$ cat config.mk
export PLATFORM = sky130hd
export DESIGN_NAME = decoder_flat
export DESIGN_NICKNAME = d
export VERILOG_FILES = /design/src/rtl/decoder_if.sv /design/src/rtl/decoder.sv /design/src/flat_wrapper.sv
export SDC_FILE = /design/constraint.sdc
export NUM_CORES = 1
export LEC_CHECK = 0
export CAP_MARGIN = 10
export CORE_MARGIN = 2
export CORE_UTILIZATION = 47
export DETAILED_ROUTE_END_ITERATION = 10
export GPL_TIMING_DRIVEN = 0
export HOLD_SLACK_MARGIN = 0.08
export PLACE_DENSITY = 0.83
export SYNTH_ARGS = -nofsm -noshare
export SYNTH_HDL_FRONTEND = slang
export SYNTH_SLANG_ARGS = --single-unit
$ cat constraint.sdc
create_clock -name clk -period 1.7 [get_ports clk]
set_clock_uncertainty 0.15 [all_clocks]
set_input_delay 0.34 -clock clk [delete_from_list [all_inputs] [get_ports clk]]
set_output_delay 0.34 -clock clk [all_outputs]
set_load 0.02 [all_outputs]
$ cat src/rtl/decoder_if.sv
// decoder_if: channel-index request bus and one-hot select response bus for the decoder
interface decoder_if #(
  parameter int NSLOT = 1,
  parameter int OUT_CH = 64,
  parameter int BIT_OUT_CH = $clog2(OUT_CH)
);
  logic in_valid;
  logic [NSLOT*BIT_OUT_CH-1:0] WHICH_FILTER;
  logic [OUT_CH*NSLOT-1:0] demux;
  logic out_valid;
  modport master (output in_valid, WHICH_FILTER, input demux, out_valid);
  modport slave (input in_valid, WHICH_FILTER, output demux, out_valid);
endinterface

$ cat src/rtl/decoder.sv
// decoder: registered per-slot binary-to-one-hot channel select, one decode per cycle
module decoder #(
  parameter int NUM_MACRO = 1,
  parameter int OUT_CH = 64,
  parameter int MAX_NUM_FILTER = 1
) (
  input logic clk,
  input logic rst_n,
  decoder_if.slave bus
);
  localparam int BIT_OUT_CH = $clog2(OUT_CH);
  localparam int NSLOT = NUM_MACRO*MAX_NUM_FILTER;
  logic [OUT_CH*NSLOT-1:0] dec;
  for (genvar s = 0; s < NSLOT; s++) begin : g_slot
    assign dec[s*OUT_CH +: OUT_CH] = {{(OUT_CH-1){1'b0}}, 1'b1} << bus.WHICH_FILTER[s*BIT_OUT_CH +: BIT_OUT_CH];
  end
  // Idle edges clear the selects so demux is zero whenever out_valid is low
  always_ff @(posedge clk or negedge rst_n) begin
    if (!rst_n) begin
      bus.demux <= '0;
      bus.out_valid <= 1'b0;
    end else begin
      bus.demux <= bus.in_valid ? dec : '0;
      bus.out_valid <= bus.in_valid;
    end
  end
endmodule

$ cat src/flat_wrapper.sv
// flat-port wrapper written by rule: the top's interface ports become plain ports
module decoder_flat 
#(
  parameter int NUM_MACRO = 1,
  parameter int OUT_CH = 64,
  parameter int MAX_NUM_FILTER = 1
)
  (clk, rst_n, bus_in_valid, bus_WHICH_FILTER, bus_demux, bus_out_valid);
  decoder_if #(.NSLOT(1), .OUT_CH(OUT_CH)) bus_i ();
  input logic clk;
  input logic rst_n;
  input wire logic [$bits(bus_i.in_valid)-1:0] bus_in_valid;
  input wire logic [$bits(bus_i.WHICH_FILTER)-1:0] bus_WHICH_FILTER;
  output wire logic [$bits(bus_i.demux)-1:0] bus_demux;
  output wire logic [$bits(bus_i.out_valid)-1:0] bus_out_valid;
  assign bus_i.in_valid = bus_in_valid;
  assign bus_i.WHICH_FILTER = bus_WHICH_FILTER;
  assign bus_demux = bus_i.demux;
  assign bus_out_valid = bus_i.out_valid;
  decoder #(.NUM_MACRO(NUM_MACRO), .OUT_CH(OUT_CH), .MAX_NUM_FILTER(MAX_NUM_FILTER)) u_core (.clk(clk), .rst_n(rst_n), .bus(bus_i));
endmodule
# Yosys cells after proc, flatten, opt, wreduce, memory -nomap -nowiden
# Index checks and enable logic that the tools add are counted.
dict set report classes {
  n_shift 1
  mux 1
}
# operator n
set ops {}
lappend ops {{$mux 64} 1}
lappend ops {{$shl 1x6->64 const A} 1}
dict set report totals {
  reg_bits 65
  output_inout_bits 65
  wordCells 4
}

# Longest topological paths before layout
dict set report depth {
  ltp_word 2
  depth_mapped 4
}

# Worst setup path after synthesis
# OpenSTA, ideal clock, no wires.
dict set report synth_path {
  path_type {input-to-reg}
  start {in bus_WHICH_FILTER[4]}
  end {reg u_core.bus.demux[15]}
  arrival_time_ps 1094
  setup_slack_ps 383
  cell_stages 4
  n_path_buf 2
  cell_sequence {or3b_1 -> clkbuf_1 -> buf_2 -> nor2_1}
}
dict set report synth_via {
  elab_chain_len 2
}
# element line
set synth_rtl {}
lappend synth_rtl {{start: declaration} flat_wrapper.sv:13} ;# input wire logic [$bits(bus_i.WHICH_FILTER)-1:0] bus_WHICH_FILTER;
lappend synth_rtl {{$shl 1x6->64} decoder.sv:15} ;# assign dec[s*OUT_CH +: OUT_CH] = {{(OUT_CH-1){1'b0}}, 1'b1} << bus.WHICH_FILTER[s*BIT_OUT_CH +: BIT_OUT_CH];
lappend synth_rtl {{$mux 64} decoder.sv:23} ;# bus.demux <= bus.in_valid ? dec : '0;
lappend synth_rtl {{end signal: assignment} decoder.sv:23}
lappend synth_rtl {{end: declaration} decoder_if.sv:12} ;# modport slave (input in_valid, WHICH_FILTER, output demux, out_valid);
# Every way passes these cells.

# Worst setup path after layout
dict set report layout_path {
  start {in bus_in_valid}
  end {reg u_core.bus.demux[13]}
}
dict set report layout_via {
  elab_chain_len 1
}
# element line
set layout_rtl {}
lappend layout_rtl {{start: declaration} flat_wrapper.sv:12} ;# input wire logic [$bits(bus_i.in_valid)-1:0] bus_in_valid;
lappend layout_rtl {{$mux 64} decoder.sv:23}
# Every way passes these cells.

==> results.md <==
* Cell count after synthesis at 158
* Buf/Inv on CP at 2
* Core area at 4320 sq um
* Synth area leaders: dfrtp_1 (78%), nor2_1 (11%), nand4bb_1 (3.2%)
* Peak supply drop at 0.000656 V
* Number of diodes at 0
* Avg Synthesized Cell Area at between 10 and 15 sq um
* Ys flop type: dfrtp_1
* Top cells by count, synth: dfrtp_1 (65), nor2_1 (64), clkbuf_1 (7), nand4bb_1 (6), nand4b_1 (4)
* F_max at 604 MHz
* Crit-path max FO at 10
* Sequential share of the synthesized area at 77.6%
* Setup crit start kind: primary input
* Antenna viol nets, final at 0
* Slowest stage delay, CP at around 550 ps
* Final Power at roughly 3000 uW
* Layout net count at between 200 and 300
* Row Count at 24
* Unique cell type count in the Yosys netlist at 13
* Complex-gate fraction of the synthesized area at 0%
* Final period util at between 90 and 100%
* Root Driver: clkbuf_8
* Vias in the first global route at approximately 1.5k
* Arrival @ worst endpoint at ~1800 ps
* Mapped Nets at around 170
* WHS at roughly 420 ps
* Post-CTS setup buffers at 0
* Ys async rst share at 100%
* Die H at between 70 and 80 um
* Placed cells at approximately 280
* Horiz. Die Dim at ~71 um
* Post-synthesis register bit count at between 60 and 70
* CTS HTree Levels at 3
* Post-Synth Simple-Gate Area at approximately 21%
* Hold Path Sink: u_core.bus.out_valid$_DFF_PN0_
* Worst-Margin Slew at a little under 700 ps
* Type of the most critical hold path: primary input to register
* Yosys top cell area share at roughly 78%
* Worst slew margin at a little over half
* CP max-delay cell: clkdlybuf4s50_1
* P&R area growth vs syn at 45.3%
* Non-filler cells, final at 300
* Iteration-0 DRC Markers at 82
* Tmin final at 1660 ps
* Initial Utilization at between 40% and 50%
* Antenna violations before repair at 0
* Top-count cell post-synth: dfrtp_1
* Delay-heaviest family, CP: buffers and inverters
* Port-buffer cells at 73
* Largest net degree at the start of global routing at 36
* Drt pass-1 iters at 4
* LEAKAGE at 0.00170 uW
* Share of layout cells above drive strength 1 at 9.27%
* Largest family of logic cells by synthesized area: simple AND/OR/NAND/NOR gates
* Vias/cell at about 4.9
* CTS tree: built
* CTS Buffer Depth at 2
* Num CTS Buffers at 9
* EDFF count, synth at 0
* Detailed Place HPWL at 3250 um
* Fin. max-slew vios at 0
* Critical path, cell by cell: clkdlybuf4s50_1 -> or3b_1 -> buf_4 -> nor2_1
* Synth Area in Adders at 0%
* CP Class: primary input to register
* Hold Path Origin: bus_in_valid
* Final Setup Violations at 0
* Post-route DRC at 0
* Finished Core Util at ~70%
* GPL Wtd Cong at approximately 0.8
* Mux cell area share after synthesis at 0%
* Clock transition at the registers of the reported paths at around 70 ps
* Wire per inst at 15.6 um
* Crit path capture type: register
* Yosys synthesis warning count at 0
* IO Pins at 74
* Synth Area in XOR/XNOR at 0%
* # fillers at between 300 and 400
* Global-route wire length before repair at ~8000 um
* Worst hold stages at 1
* MaxCap Viol Count at 0
* Grt total ovfl at 0
* Critical Path RT at ~1800 ps
* DR vias at roughly 1.5k
* All-Layer GR Usage at approximately a fifth
* Status: finished clean
* Fin Setup TNS at 0 ps
* Cell taking the most area after synthesis: dfrtp_1
* Die area at 5010 sq um
* Netlist Area Pre-Place at about 2100 sq um
* Routed WL at 4680 um
* Power per cell area at 999 nW/um^2
* CTS sink count at 65
* RSZ-0062 raised after global routing: false
* Final Hold Vio Count at 0
==> repair_timing <==
action                     in CTS  in global routing
hold buffers                    1                  0
pin swaps                       0                  0
hold endpoints to repair       30                  0
setup endpoints to repair      66                 28
resized for setup              66                  6
==> placed cells by master, fill, tap and decap left out <==
| cell type | netlist | final |
|---|---|---|
| dlygate4sd2_1 | 0 | 65 |
| dfrtp_1 | 65 | 65 |
| nor2_1 | 64 | 64 |
| clkbuf_8 | 0 | 12 |
| clkdlybuf4s50_1 | 0 | 7 |
| nand4bb_1 | 6 | 6 |
| clkbuf_1 | 7 | 5 |
| nand4b_1 | 4 | 4 |
| clkbuf_2 | 0 | 3 |
| or4b_1 | 3 | 3 |
| buf_2 | 2 | 2 |
| nand3b_1 | 2 | 2 |
| nand3_1 | 1 | 1 |
| or4b_4 | 1 | 1 |
| or4_4 | 1 | 1 |
| nand4_1 | 1 | 1 |
| or3b_1 | 1 | 1 |
| buf_4 | 0 | 1 |
| clkinv_2 | 0 | 1 |
| bufinv_16 | 0 | 1 |
| dlygate4sd3_1 | 0 | 1 |
| buf_12 | 0 | 1 |
==> report_power, final <==
group          total (uW)  internal, uW  switching [uW]
logic                 155          52.4             103
clock network        1330           796             532
registers            1560          1560            2.59
total                3040          2400             638
==> registers in the layout (all words and copies together), names as in the netlist <==
signal / cells
u_core.bus.demux: 64
u_core.bus.out_valid: 1
==> worst max path at each step <==
stage          slack (ps)                              to                start  depth (start not counted)
4_1_cts                 5  u_core.bus.demux[43]$_DFF_PN0_  bus_WHICH_FILTER[4]                          4
6_report               40  u_core.bus.demux[13]$_DFF_PN0_         bus_in_valid                          4
5_1_grt                 4   u_core.bus.demux[0]$_DFF_PN0_  bus_WHICH_FILTER[1]                          4
2_1_floorplan         380  u_core.bus.demux[15]$_DFF_PN0_  bus_WHICH_FILTER[4]                          4
3_5_place_dp         -350  u_core.bus.demux[43]$_DFF_PN0_  bus_WHICH_FILTER[4]                          4
3_3_place_gp        -1700  u_core.bus.demux[55]$_DFF_PN0_                rst_n                          1
==> metrics by stage <==
step | worst slack [ps] | instance area, sq um
CTS | 4.69 | 3050
global placement | -1700 | 2890
floorplan | 383 | 2100
detailed placement | -354 | 2910
global route | 4.23 | 3050
finish | 44.7 | 3050
==> cell type report <==
class / instances / area [sq um] / share of cell area, %
Clock inverter: 2 / 35.0 / 1.15
Sequential cell: 65 / 1630 / 53.4
Timing Repair Buffer: 75 / 674 / 22.1
Buffer: 8 / 38.8 / 1.27
Multi-Input combinational cell: 84 / 433 / 14.2
Tap cell: 52 / 65.1 / 2.14
Clock buffer: 14 / 173 / 5.67
==> kinds of logic (layout without fill, tap and decap cells) <==
kind of cell           count (synthesis)  in the layout
DFF                                   65             65
and+or+nand+nor                       84             84
buffers and inverters                  9             99
==> layer usage <==
metal  vias to the layer above  track usage, %  wire length, um
met5                         -               0                0
met4                         0            10.9              127
met3                        14            7.26              272
met2                        46            34.4             2380
met1                       739            24.9             1900
li1                        678               -                -
Power figures use the tool's default switching activity.
